File: src/rtl/cruise_speed_driver_pkg.sv
// Shared types for the cruise speed driver: FSM states and the two-bit
// {enable, mode} command presented to the loadable up/down speed counter.
package cruise_speed_driver_pkg;

  typedef enum logic [1:0] {
    ST_OFF  = 2'd0,
    ST_LOAD = 2'd1,
    ST_HOLD = 2'd2
  } state_t;

  typedef struct packed {
    logic enable;
    logic mode;
  } cmd_t;

  // The counter loads on every {enable=0, mode=1} clock, so CMD_LOAD must
  // only ever be held for the single LOAD cycle.
  localparam cmd_t CMD_UP   = 2'b11;
  localparam cmd_t CMD_DOWN = 2'b10;
  localparam cmd_t CMD_LOAD = 2'b01;
  localparam cmd_t CMD_IDLE = 2'b00;

endpackage

File: src/rtl/cruise_btn_edge.sv
// Registered rising-edge detector for a bank of level buttons; each rise
// output is a one-clock pulse one clock after the button goes high.
module cruise_btn_edge #(
  parameter int N = 1
) (
  input  logic         clk,
  input  logic         clear,
  input  logic [N-1:0] btn,
  output logic [N-1:0] rise
);

  logic [N-1:0] btn_q;

  // NOTE: sequential state is assigned with <= so every register samples
  // pre-edge values regardless of statement order.
  always_ff @(posedge clk or posedge clear) begin
    if (clear) begin
      btn_q <= '0;
      rise  <= '0;
    end else begin
      btn_q <= btn;
      rise  <= btn & ~btn_q;
    end
  end

endmodule

File: src/rtl/cruise_speed_driver.sv
// Cruise-control command driver: holds the target speed and steers the
// speed counter toward it with paced UP/DOWN pulses or a one-cycle LOAD.
module cruise_speed_driver #(
  parameter int W        = 3,
  parameter int STEP_DIV = 4
) (
  input  logic         clk,
  input  logic         clear,
  input  logic         set_btn,
  input  logic         resume_btn,
  input  logic         accel_btn,
  input  logic         decel_btn,
  input  logic         brake,
  input  logic [W-1:0] cur_speed,
  output logic         cnt_enable,
  output logic         cnt_mode,
  output logic [W-1:0] cnt_load,
  output logic         engaged,
  output logic [W-1:0] target
);

  import cruise_speed_driver_pkg::*;

  localparam int             PW        = $clog2(STEP_DIV);
  localparam logic [PW-1:0]  PACE_LAST = PW'(STEP_DIV - 1);
  localparam logic [W-1:0]   SPEED_MAX = '1;

  state_t        state;
  cmd_t          cmd;
  logic [PW-1:0] pace;
  logic [1:0]    rise;
  logic          set_rise;
  logic          resume_rise;
  logic          pace_wrap;
  logic [W-1:0]  stepped;
  logic [W-1:0]  hold_target;
  cmd_t          hold_cmd;

  cruise_btn_edge #(.N(2)) u_btn_edge (
    .clk   (clk),
    .clear (clear),
    .btn   ({resume_btn, set_btn}),
    .rise  (rise)
  );

  assign set_rise    = rise[0];
  assign resume_rise = rise[1];
  assign pace_wrap   = (pace == PACE_LAST);
  assign cnt_enable  = cmd.enable;
  assign cnt_mode    = cmd.mode;

  // NOTE: every always_comb output gets a default first, so no path can
  // leave it unassigned and infer a latch.
  always_comb begin
    stepped = target;
    if (accel_btn && target != SPEED_MAX) begin
      stepped = target + 1'b1;
    end else if (decel_btn && target != '0) begin
      stepped = target - 1'b1;
    end
  end

  // A set edge re-captures the current speed and overrides any step on the
  // same clock; comparing against the captured value then yields IDLE.
  always_comb begin
    hold_target = target;
    hold_cmd    = CMD_IDLE;
    if (set_rise) begin
      hold_target = cur_speed;
    end else if (pace_wrap) begin
      hold_target = stepped;
    end
    if (pace_wrap) begin
      if (cur_speed < hold_target && cur_speed != SPEED_MAX) begin
        hold_cmd = CMD_UP;
      end else if (cur_speed > hold_target && cur_speed != '0) begin
        hold_cmd = CMD_DOWN;
      end
    end
  end

  always_ff @(posedge clk or posedge clear) begin
    if (clear) begin
      state    <= ST_OFF;
      cmd      <= CMD_IDLE;
      pace     <= '0;
      cnt_load <= '0;
      engaged  <= 1'b0;
      target   <= '0;
    end else begin
      cmd <= CMD_IDLE;
      if (brake) begin
        // Target is kept so a later resume can reload it.
        state   <= ST_OFF;
        engaged <= 1'b0;
        pace    <= '0;
      end else begin
        case (state)
          ST_OFF: begin
            engaged <= 1'b0;
            pace    <= '0;
            if (set_rise) begin
              target  <= cur_speed;
              engaged <= 1'b1;
              state   <= ST_HOLD;
            end else if (resume_rise) begin
              cnt_load <= target;
              cmd      <= CMD_LOAD;
              state    <= ST_LOAD;
            end
          end
          ST_LOAD: begin
            engaged <= 1'b1;
            pace    <= '0;
            state   <= ST_HOLD;
          end
          ST_HOLD: begin
            engaged <= 1'b1;
            target  <= hold_target;
            cmd     <= hold_cmd;
            pace    <= pace_wrap ? '0 : pace + 1'b1;
          end
          default: begin
            engaged <= 1'b0;
            pace    <= '0;
            state   <= ST_OFF;
          end
        endcase
      end
    end
  end

endmodule
File: config.mk
export PLATFORM = sky130hd
export DESIGN_NAME = cruise_speed_driver
export DESIGN_NICKNAME = d
export VERILOG_FILES = /design/src/rtl/cruise_speed_driver_pkg.sv /design/src/rtl/cruise_btn_edge.sv /design/src/rtl/cruise_speed_driver.sv
export SDC_FILE = /design/constraint.sdc
export NUM_CORES = 1
export LEC_CHECK = 0
export BUFFER_PORTS_ARGS = -buffer_cell sky130_fd_sc_hd__buf_2
export CAP_MARGIN = 20
export CORE_ASPECT_RATIO = 0.5
export CORE_MARGIN = 3
export CORE_UTILIZATION = 30
export CTS_CLUSTER_SIZE = 28
export DETAILED_ROUTE_END_ITERATION = 10
export PLACE_DENSITY = 0.58
export SYNTH_ARGS = -nofsm -noshare
export SYNTH_HDL_FRONTEND = slang
export SYNTH_HIERARCHICAL = 1
export SYNTH_SLANG_ARGS = --single-unit
File: constraint.sdc
create_clock -name clk -period 2.77 [get_ports clk]
set_clock_uncertainty 0.05 [all_clocks]
set_input_delay 0.1385 -clock clk [delete_from_list [all_inputs] [get_ports clk]]
set_output_delay 0.1385 -clock clk [all_outputs]
set_load 0.01 [all_outputs]
==> Word-level counts from Yosys, hierarchy flattened <==
Cells that the tools add are included.
{ "word_totals": {"register_bits": 17, "output_inout_bits": 9, "elab_cells": 61} }
{ "op_classes": {"addsub": 3, "order_cmp": 2, "eq_ne": 8, "muxes": 23, "bitwise_logic": 4, "n_reduce_logical": 12} }
{ "ops": {"columns": ["operator", "n"], "rows": [
  ["2-bit 2-to-1 mux", 10],
  ["3-bit 2-to-1 mux", 5],
  ["3-bit != test (second input constant)", 2],
  ["2-bit one-hot mux with 3 select lines", 1],
  ["3-bit one-hot mux with 2 select lines", 1],
  ["3-bit nonzero test", 2],
  ["2-bit == test (second input constant)", 2],
  ["1-bit logical AND", 4],
  ["1-bit 2-to-1 mux", 4],
  ["4-bit by 2-bit != test with 1-bit output (second input constant)", 1],
  ["2-bit one-hot mux with 2 select lines", 1],
  ["4-bit AND reduction", 1],
  ["3-bit by 1-bit adder with 3-bit output (second input constant)", 1],
  ["3-bit greater-than comparator", 1],
  ["3-bit less-than comparator", 1],
  ["3-bit AND reduction", 1],
  ["3-bit by 1-bit subtractor with 3-bit output (second input constant)", 1],
  ["2-bit by 1-bit adder with 2-bit output (second input constant)", 1],
  ["2-bit bitwise AND", 1],
  ["2-bit by 1-bit == test with 1-bit output (second input constant)", 1],
  ["2-bit zero test", 1],
  ["2-bit by 1-bit != test with 1-bit output (second input constant)", 1],
  ["2-bit != test (second input constant)", 1],
  ["1-bit inverter", 2],
  ["other kinds (5)", 5]
]} }

==> Logic depth before layout (Yosys ltp) <==
Gate-level depths: netlist of the first run.
{ "depth": {"depth_word": 13, "mapped_depth": 11, "depth_no_buf": 11} }

==> Cells and area by module <==
Netlist of the first run, hierarchy kept.
{ "modules_own_cells": {"columns": ["mod", "n_inst", "cells_per_inst", "area_per_inst_um2", "seq_area_each_um2"], "rows": [
  ["cruise_speed_driver", 1, 108, 996.0, 325.3],
  ["cruise_btn_edge", 1, 7, 131.4, 100.1]
]} }

==> Worst setup path after synthesis of the first run <==
OpenSTA, ideal clock, no wires.
{ "synth_path": {"path_type": "reg2reg", "start": "register target[0]", "end": "register cmd (netlist bit cnt_enable)", "setup_ns": 0.101, "arrival_ns": 2.302, "t_required_ns": 2.619, "slack_ns": 0.317, "stages_incl_launch_ff": 12, "period_less_slack_ns": 2.453, "path_cell_list": "dfrtp_1 > ha_1 > ha_1 > nand2b_1 > a2bb2oi_1 > o311ai_1 > mux2i_1 > ha_1 > nor2b_1 > o21ai_0 > a21oi_1 > nor4_1"} }
{ "synth_via": {"elab_chain_cells": 13, "word_cells_on_any_way": 19, "cone_classes": "2 x add/sub; 2 x order compare; 1 x eq/ne; 9 x mux; 5 x reduce/logical"} }
{ "synth_lines": {"columns": ["item", "line", "text"], "rows": [
  ["from (decl)", "cruise_speed_driver.sv:19", "output logic [W-1:0] target"],
  ["from (signal assigned)", "cruise_speed_driver.sv:103", "target <= cur_speed;"],
  ["from (signal assigned)", "cruise_speed_driver.sv:119", "target <= hold_target;"],
  ["parallel branches: the longest is 4 deep, another holds 3-bit by 1-bit subtractor with 3-bit output", null, null],
  ["3-bit 2-to-1 mux *", "cruise_speed_driver.sv:70", "end else if (pace_wrap) begin"],
  ["3-bit 2-to-1 mux *", "cruise_speed_driver.sv:68", "if (set_rise) begin"],
  ["3-bit greater-than comparator", "cruise_speed_driver.sv:76", "end else if (cur_speed > hold_target && cur_speed != '0) begin"],
  ["1-bit logical AND", "cruise_speed_driver.sv:76", null],
  ["2-bit 2-to-1 mux", "cruise_speed_driver.sv:76", null],
  ["2-bit 2-to-1 mux *", "cruise_speed_driver.sv:74", "if (cur_speed < hold_target && cur_speed != SPEED_MAX) begin"],
  ["2-bit 2-to-1 mux *", "cruise_speed_driver.sv:73", "if (pace_wrap) begin"],
  ["2-bit one-hot mux with 2 select lines *", "cruise_speed_driver.sv:98", "case (state)"],
  ["2-bit 2-to-1 mux *", "cruise_speed_driver.sv:92", "if (brake) begin"],
  ["to (signal assigned)", "cruise_speed_driver.sv:120", "cmd <= hold_cmd;"],
  ["to (decl)", "cruise_speed_driver.sv:29", "cmd_t cmd;"]
]} }
Every way passes the cells marked *.
A chain may end at the register's enable or synchronous reset.

==> Worst setup path in the final report of the first run <==
{ "layout_path": {"start": "register target[1]", "end": "register cmd (netlist bit cnt_enable)"} }
The elaborated chain is that of the path after synthesis.

==> results of run 1 <==
state kept, by name (all words and copies together) (netlist names):
name	count
cnt_load	3
target	3
pace	2
state	2
u_btn_edge/btn_q	2
u_btn_edge/rise	2
cnt_enable	1
cnt_mode	1
engaged	1
cells by family after synthesis:
logic type	share of synthesized area
AOI/OAI and AO/OA	0.1310
adders and majority gates	0.1332
buffers and inverters	0.05549
DFF	0.3774
muxes	0.04883
and+or+nand+nor	0.2542
through the flow:
stage,instances,total power [mW],worst slack [ps]
after detailed placement,183,0.8191,114.1
after CTS,190,1.006,106.1
final,192,1.026,235.2
after global placement,183,0.8083,153.9
after global routing,192,1.125,4.541
after floorplan,115,0.6639,317.3
worst max-delay path, stage by stage (launching register included):
cell	delay (ps)
dfrtp_1	430
inv_1	160
ha_2	230
nand2b_4	60
and2_4	160
o311ai_2	290
mux2i_1	120
ha_1	300
nor2b_1	130
o21ai_1	200
a21oi_1	100
nor4_1	210
cell usage in the layout, fill, tap and decap left out, types with 2 or more instances in the layout:
cell type	synthesis	routed
buf_2	2	18
dfrtp_1	17	16
inv_1	11	11
ha_1	12	11
nor2_1	8	8
nand2_1	6	6
nor2b_1	5	5
mux2_2	4	4
nand2b_1	4	4
nand3_1	4	4
nor3_1	4	4
a21oi_1	4	4
buf_4	0	4
nor3b_1	3	3
clkbuf_8	0	3
dlygate4sd3_1	0	3
or3_1	2	2
o21ai_0	3	2
nor2b_4	2	2
what timing repair did:
item                                    CTS  global route
endpoints found under the setup margin    0             2
hold buffers                              3             0
resized for setup                         0             4
hold endpoints to repair                 19             0
buffers inserted                          0             2
cell type report:
type / instances / area [sq um]
well taps: 51 / 63.81
multi-input cells: 84 / 649.4
inverters: 11 / 41.29
fillers: 369 / 2133
flip-flops and latches: 17 / 426.7
clock buffers: 4 / 45.04
repair buffers: 25 / 150.1
final timing paths:
kind,slack (ps),endpoint
max,240,cnt_enable
min,110,cnt_mode
max reg2reg,240,cnt_enable
min reg2reg,400,u_btn_edge/rise[1]
max in group asynchronous,1890,target[0]
min in group asynchronous,280,u_btn_edge/btn_q[1]
power by group through the flow:
stage               logic [mW]  clock network (mW)  registers (mW)
CTS                      0.459               0.186           0.361
floorplan                0.283                   0           0.381
finish                   0.486               0.177           0.363
detailed placement       0.453                   0           0.366
global route             0.556               0.197           0.373
global placement         0.446                   0           0.362
metal layers:
layer / track usage / up-vias / wire length [microns]
li1: - / 458 / -
met1: 0.1507 / 462 / 1210
met2: 0.2005 / 14 / 1193
met3: 0.02928 / 2 / 66
met4: 0.02920 / 0 / 14
met5: 0 / - / 0
==> run_results.csv, run 1 <==
group,metric,value,unit
synth,syn_inst,115,
cts,ctsRootBufferMaster,"clkbuf_8",
setup_path,critPathLaunchType,"flip-flop",
power,p_comb_frac,0.474,
floorplanning,die_w,92.69,microns
routing,ant_nets,0,
power,pwr-share-seq,0.354,
routing,drcViolationCount,0,
global_routing,grt_pass1_vias,930,
routing,viasPerCell,4.875,
routing,wire_per_inst,12.94,microns
cts,cts-htree-levels,1,
hold_path,holdPathStages,2,
final_layout,drive_above_1_share,0.2624,
synth,synthTopCellsByCount,"dfrtp_1 (17), ha_1 (12), inv_1 (11)",
floorplanning,rows,15,
synth,yosysTopAreaCell,"dfrtp_1",
setup_path,cp-startpoint,"target[1]",
outcome,status,"finished clean",
routing,drtPass1Iterations,4,
run,maxCapViolCount,0,
power,p_leak,0.6277,nW
global_routing,grt_first_pass_wirelength,4.291,mm
sta,setup_tns,0,ps
placement,placed_area,1275,sq um
synth,synth_edf_count,0,
placement,dp_hpwl,1.909,mm
setup_path,rr_startpoint,"target[1]",
hold_path,hold_class,"in2reg",
floorplanning,ioPinCount,19,
synth,synthDistinctLibCells,39,
global_routing,track_usage,0.1178,
cts,cts_tree,"built",
sta,setup_viol,0,
synth,synth_top_area_share,0.3774,
synth,synth_flop_cell,"dfrtp_1",
final_layout,fin_nets,164,
setup_path,cp_max_fo,5,
sta,fmax,0.3945,GHz
cts,clk_pin_slew,60,ps
synth,synthArstFlopShare,1.000,
setup_path,cp.arrival,2640,ps
global_routing,antenna_found_initial,0,
sta,rsz0062_at_grt,"false",
routing,vias,936,
floorplanning,die-area,4574,sq um
sta,drv_slew,0,
final_layout,syn_to_final_growth,22.09,%
synth,yosys_warnings,6,
global_routing,grt_max_degree,14,
synth,synth_nets,137,
power,p_switching,0.3822,mW
setup_path,path_class,"reg2reg",
sta,hold_viol_final,0,
sta,period_needed,2535,ps
cts,cts_buffer_depth,2,
routing,wirelength,2.485,mm
global_routing,overflow,0,
routing,drtIter0Drc,29,
placement,io_buffer_count,18,
power,ir_drop,162.8,uV
power,power_density,745.2,nW/um^2
sta,whs,108.2,ps
power,netSwitchingFraction,0.3726,
synth,ys_ff_latch,17,
sta,post-route-period-util,0.9151,
floorplanning,start_util,0.3212,
synth,seq_area_frac_synth,0.3774,
sta,slew_headroom,0.6684,
cts,clock_latency,250,ps
placement,globalplace.congestion,0.8790,
synth,synth_area,1127,sq um
cts,numCtsBuffers,3,
floorplanning,die-height,49.35,microns
setup_path,required,2870,ps
floorplanning,coreArea,3510,sq um
sta,worstMarginPinSlew,496.9,ps
power,p_int,0.6434,mW
setup_path,endpoint_kind,"flip-flop",
cts,clock_sinks,17,
setup_path,r2r_cells,11,
final_layout,diodes,0,
synth,syn_avg_cell_area,9.803,sq um
power,power.share.clock,0.173,
final_layout,fin_util,0.3922,
final_layout,finalInstanceArea,1376,sq um
synth,ys_top_cells_by_area,"dfrtp_1 (38%), ha_1 (13%), mux2_2 (4.0%), inv_1 (3.7%), nor2b_1 (2.8%)",
hold_path,hold_start,"brake",
synth,synth.most_common_cell,"dfrtp_1",
Note: power is estimated with default switching activity, not from simulation.
==> run 2: changes to the inputs <==
ABC_AREA = 1   (was unset)
CORE_MARGIN = 2   (was 3)
==> run_results.csv, run 2 <==
group,metric,value,unit
final_layout,final_common_cell,"nand2_1",
cts,ctsResizeCount,0,
global_routing,antenna_found_initial,0,
power,p_comb_frac,0.366,
sta,fmax,0.4218,GHz
hold_path,hold_start,"brake",
synth,ys_top_cells_by_area,"dfrtp_1 (41%), ha_1 (14%), nand2_1 (12%), inv_1 (6.5%), nand3_1 (5.3%)",
final_layout,drive_above_1_share,0.2115,
sta,worstMarginPinSlew,535.5,ps
cts,cts_buffer_depth,2,
setup_path,slowest_delay,460,ps
power,power.share.clock,0.226,
synth,ys_ff_latch,17,
routing,drcViolationCount,0,
floorplanning,die-area,3986,sq um
routing,ant_nets,0,
synth,synth_top_area_share,0.4087,
setup_path,crit_end,"cnt_mode",
cts,ctsRootBufferMaster,"clkbuf_8",
cts,clk_pin_slew,70,ps
setup_path,endpoint_kind,"flip-flop",
routing,wirelength,2.083,mm
final_layout,largest_registers,"cnt_load (3), target (3)",
cts,clock_latency,250,ps
routing,drtIter0Drc,58,
sta,slew_headroom,0.6426,
cts,numCtsBuffers,3,
hold_path,hold_class,"in2reg",
power,netSwitchingFraction,0.3710,
floorplanning,coreArea,3378,sq um
global_routing,grt_pass1_vias,809,
final_layout,layout_common_cells,"nand2_1 (32), inv_1 (18), buf_2 (18)",
synth,synth_nets,154,
sta,hold_viol_final,0,
floorplanning,die_w,87.31,microns
setup_path,cp_max_fo,6,
sta,rsz0062_at_grt,"false",
synth,synth.most_common_cell,"nand2_1",
setup_path,r2r_cells,13,
routing,viasPerCell,4.566,
floorplanning,ioPinCount,19,
floorplanning,die-height,45.66,microns
routing,wire_per_inst,10.52,microns
synth,syn_avg_cell_area,7.886,sq um
synth,synth_edf_count,0,
synth,synthArstFlopShare,1.000,
power,power_density,653.8,nW/um^2
global_routing,grt_first_pass_wirelength,3.463,mm
run,maxCapViolCount,0,
global_routing,track_usage,0.1143,
sta,post-route-period-util,0.8558,
cts,clock_sinks,17,
placement,dp_hpwl,1.662,mm
setup_path,r2r-end,"cnt_mode",
final_layout,diodes,0,
synth,syn_inst,132,
cts,cts_tree,"built",
power,ir_drop,210.8,uV
synth,synth_flop_cell,"dfrtp_1",
setup_path,required,2900,ps
floorplanning,start_util,0.3081,
sta,setup_viol,0,
power,p_leak,0.6747,nW
final_layout,final_cells,198,
setup_path,rr_startpoint,"target[1]",
outcome,status,"finished clean",
final_layout,syn_to_final_growth,20.43,%
floorplanning,rows,15,
placement,dp_cells,191,
sta,setup_tns,0,ps
setup_path,r2r_slack,400,ps
setup_path,critPathLaunchType,"flip-flop",
power,p_int,0.5156,mW
setup_path,crit_top_cell,"ha_1",
sta,drv_slew,0,
power,pwr-share-seq,0.408,
setup_path,crit_chain,"ha_1 > ha_1 > clkinv_1 > nand2_4 > o21ai_0 > o21ai_1 > nand2_1 > ha_1 > a21oi_1 > nand2_1 > a31oi_1 > nand3_1 > a21oi_1",
synth,synthTopCellsByCount,"nand2_1 (32), inv_1 (18), dfrtp_1 (17)",
synth,yosys_warnings,6,
setup_path,cp-startpoint,"target[1]",
power,p_switching,0.3041,mW
routing,vias,904,
placement,io_buffer_count,18,
hold_path,holdPathStages,2,
final_layout,fin_nets,179,
cts,post_cts_buffers,0,
global_routing,overflow,0,
synth,seq_area_frac_synth,0.4087,
synth,yosysTopAreaCell,"dfrtp_1",
setup_path,cp.arrival,2500,ps
routing,drtPass1Iterations,5,
global_routing,grt_max_degree,14,
setup_path,path_class,"reg2reg",
cts,cts-htree-levels,1,
synth,synth_area,1041,sq um
synth,synthDistinctLibCells,21,
setup_path,cpMaxStageDelayCell,"dfrtp_1",
placement,globalplace.congestion,0.7824,
sta,period_needed,2371,ps
## run 2: cell types whose count changed after synthesis, moves of 5 or more
| cell | before | now |
|---|---|---|
| inv_1 | 11 | 18 |
| nand2_1 | 6 | 32 |
| nand3_1 | 4 | 11 |
| nor2b_1 | 5 | 0 |
## run 2: cells by family (layout without fill, tap and decap cells)
| family | count (synthesis) | count (layout) | share of synthesized area |
|---|---|---|---|
| AO/OA/AOI/OAI | 21 | 21 | 0.1118 |
| AND/OR/NAND/NOR | 58 | 58 | 0.2476 |
| buffers and inverters | 24 | 48 | 0.08772 |
| adder cells (fa/ha/maj) | 12 | 12 | 0.1442 |
| flip-flops | 17 | 17 | 0.4087 |
## run 2: metrics by stage
step | power [mW] | worst slack, ps | utilization | hold slack (ps) | instance area (sq um)
finish | 0.8196 | 399.5 | 0.3711 | 84.17 | 1254
detailed placement | 0.6349 | 428.2 | 0.3489 | -8.667 | 1179
global route | 0.8893 | 125.3 | 0.3711 | 102.9 | 1254
CTS | 0.8298 | 409.0 | 0.3711 | 77.17 | 1254
global placement | 0.6341 | 443.8 | 0.3489 | -10.17 | 1179
floorplan | 0.5431 | 593.8 | - | -145.4 | 1041
## run 2: final cells by class
type                    count  area (sq um)
flip-flops and latches     17         425.4
clock buffers               4         45.04
repair buffers             21         120.1
inverters                  23         86.33
multi-input cells          91         524.3
well taps                  42         52.55
fillers                   354          2125
## run 2: timing repair
action | in CTS | in global routing
endpoints found under the hold margin | 19 | 0
endpoints found under the setup margin | 0 | 0
hold buffers | 3 | 0
## run 2: how the worst min path moves through the flow
stage                                to
floorplan           u_btn_edge/btn_q[0]
global placement    u_btn_edge/btn_q[1]
detailed placement  u_btn_edge/btn_q[1]
CTS                            cnt_mode
global route                   cnt_mode
finish                         cnt_mode
## run 2: routing by layer
layer	wire [microns]	GRT usage
met3	150	0.03623
met5	0	0
met2	891	0.1818
met4	0	0.01846
met1	1041	0.1570
## run 2: power by group through the flow
| stage | Sequential (mW) | Combinational (mW) | Clock [mW] |
|---|---|---|---|
| detailed placement | 0.338 | 0.297 | 0 |
| floorplan | 0.348 | 0.195 | 0 |
| global placement | 0.336 | 0.298 | 0 |
| global route | 0.342 | 0.351 | 0.197 |
| CTS | 0.334 | 0.302 | 0.194 |
| finish | 0.334 | 0.300 | 0.186 |
## run 2: worst max-delay path, delay by kind of cell, from the launching register on
kind | cells | cell delay [ps]
flip-flops | 1 | 460
adder cells (fa/ha/maj) | 3 | 640
AO/OA/AOI/OAI | 5 | 710
AND/OR/NAND/NOR | 4 | 360
buffers and inverters | 1 | 90
==> run 3: changes to the inputs <==
clock period = 3 ns   (was 2.77 ns; I/O delays follow)
==> run_results.csv, run 3 (same netlist as run 2, synthesis figures left out) <==
group,metric,value,unit
outcome,status,"finished clean",
global_routing,grt_pass1_vias,831,
power,p_leak,0.6747,nW
final_layout,final_common_cell,"nand2_1",
global_routing,grt_max_degree,14,
setup_path,endpoint_kind,"flip-flop",
setup_path,path_class,"reg2reg",
global_routing,grt_first_pass_wirelength,3.588,mm
hold_path,hold_start,"brake",
sta,setup_viol,0,
final_layout,fillCellCount,351,
final_layout,drive_above_1_share,0.2115,
sta,worstMarginPinSlew,539.0,ps
run,maxCapViolCount,0,
cts,ctsRootBufferMaster,"clkbuf_8",
power,netSwitchingFraction,0.3714,
setup_path,cp_max_fo,6,
setup_path,critPathLaunchType,"flip-flop",
floorplanning,ioPinCount,19,
power,p_int,0.4762,mW
routing,viasPerCell,4.545,
routing,wirelength,2.142,mm
cts,clk_pin_slew,70,ps
sta,post-route-period-util,0.7872,
setup_path,cpMaxStageDelayCell,"dfrtp_1",
placement,io_buffer_count,18,
routing,drtIter0Drc,85,
cts,numCtsBuffers,3,
cts,post_cts_buffers,0,
power,power_density,604.2,nW/um^2
setup_path,r2r-end,"cnt_mode",
sta,period_needed,2362,ps
hold_path,min_to,"cnt_mode",
sta,hold_viol_final,0,
routing,wire_per_inst,10.82,microns
final_layout,largest_registers,"cnt_load (3), target (3)",
placement,dp_cells,191,
sta,drv_slew,0,
floorplanning,start_util,0.3081,
hold_path,holdPathStages,2,
cts,clock_sinks,17,
final_layout,syn_to_final_growth,20.43,%
routing,drcViolationCount,0,
global_routing,overflow,0,
setup_path,required,3130,ps
final_layout,fin_nets,179,
sta,rsz0062_at_grt,"false",
floorplanning,coreArea,3378,sq um
setup_path,cp.arrival,2490,ps
cts,cts-htree-levels,1,
final_layout,layout_common_cells,"nand2_1 (32), inv_1 (18), buf_2 (18)",
setup_path,crit_top_cell,"ha_1",
setup_path,slowest_delay,460,ps
floorplanning,die_w,87.31,microns
setup_path,crit_chain,"ha_1 > ha_1 > clkinv_1 > nand2_4 > o21ai_0 > o21ai_1 > nand2_1 > ha_1 > a21oi_1 > nand2_1 > a31oi_1 > nand3_1 > a21oi_1",
sta,setup_tns,0,ps
placement,globalplace.congestion,0.7826,
power,pwr-share-seq,0.408,
final_layout,diodes,0,
sta,slew_headroom,0.6403,
placement,dp_hpwl,1.654,mm
floorplanning,die-height,45.66,microns
global_routing,track_usage,0.1190,
power,p_switching,0.2813,mW
setup_path,rr_startpoint,"target[1]",
sta,fmax,0.4235,GHz
setup_path,r2r_slack,640,ps
cts,cts_tree,"built",
power,ir_drop,158.6,uV
power,p_comb_frac,0.367,
hold_path,hold_class,"in2reg",
routing,drtPass1Iterations,6,
cts,clock_latency,250,ps
cts,cts_buffer_depth,2,
routing,vias,900,
final_layout,final_cells,198,
setup_path,r2r_cells,13,
floorplanning,die-area,3986,sq um
global_routing,antenna_found_initial,0,
power,power.share.clock,0.226,
routing,ant_nets,0,
floorplanning,rows,15,
run 3: cell counts in the layout (fill, tap and decap cells not counted):
Identical to the previous run, type by type.
run 3: worst max-delay path by stage:
| stage | startpoint | to | slack [ps] | depth (start not counted) |
|---|---|---|---|---|
| 6_report | target[1] | cnt_mode | 640 | 13 |
| 5_1_grt | target[1] | cnt_mode | 360 | 13 |
| 4_1_cts | target[1] | cnt_mode | 640 | 13 |
| 3_5_place_dp | target[1] | cnt_mode | 660 | 14 |
| 3_3_place_gp | target[1] | cnt_mode | 670 | 13 |
| 2_1_floorplan | target[0] | cnt_mode | 820 | 14 |
run 3: critical path, delay by kind of cell (launching register included):
family                     cells  cell delay [ps]
AOI/OAI and AO/OA              5              710
adders and majority gates      3              640
DFF                            1              460
and+or+nand+nor                4              360
buffers and inverters          1               90
run 3: area by class of cell:
cell class	instances	area [sq um]	share of cell area
Clock buffer	4	45.04	0.03593
Inverter	23	86.33	0.06886
Multi-Input combinational cell	91	524.3	0.4182
Sequential cell	17	425.4	0.3393
Tap cell	42	52.55	0.04192
Timing Repair Buffer	21	120.1	0.09581
run 3: repair_timing:
action	4_1_cts	5_1_grt
gates resized for setup	0	0
endpoints found under the hold margin	19	0
hold buffers	3	0
run 3: routing by layer:
layer | vias to the layer above | wire length [microns] | track usage
li1 | 474 | - | -
met2 | 13 | 936 | 0.1864
met3 | 2 | 80 | 0.03623
met4 | 0 | 19 | 0.02769
met1 | 411 | 1106 | 0.1637
met5 | - | 0 | 0
run 3: power groups by stage:
stage          registers, mW  clock network [mW]  logic, mW
2_1_floorplan          0.322                   0      0.180
3_3_place_gp           0.311                   0      0.275
3_5_place_dp           0.313                   0      0.273
4_1_cts                0.309               0.180      0.278
5_1_grt                0.316               0.182      0.325
6_report               0.309               0.171      0.278
run 3: per-stage QoR:
step / util / setup WS (ps) / power (mW) / instance area [sq um] / hold WS, ps
after floorplan: - / 823.8 / 0.5015 / 1041 / -133.9
after global placement: 0.3489 / 673.8 / 0.5854 / 1179 / 1.326
after detailed placement: 0.3489 / 662.2 / 0.5862 / 1179 / 8.353
after CTS: 0.3711 / 644.4 / 0.7664 / 1254 / 87.17
after global routing: 0.3711 / 356.4 / 0.8234 / 1254 / 113.6
final: 0.3711 / 638.5 / 0.7575 / 1254 / 95.85
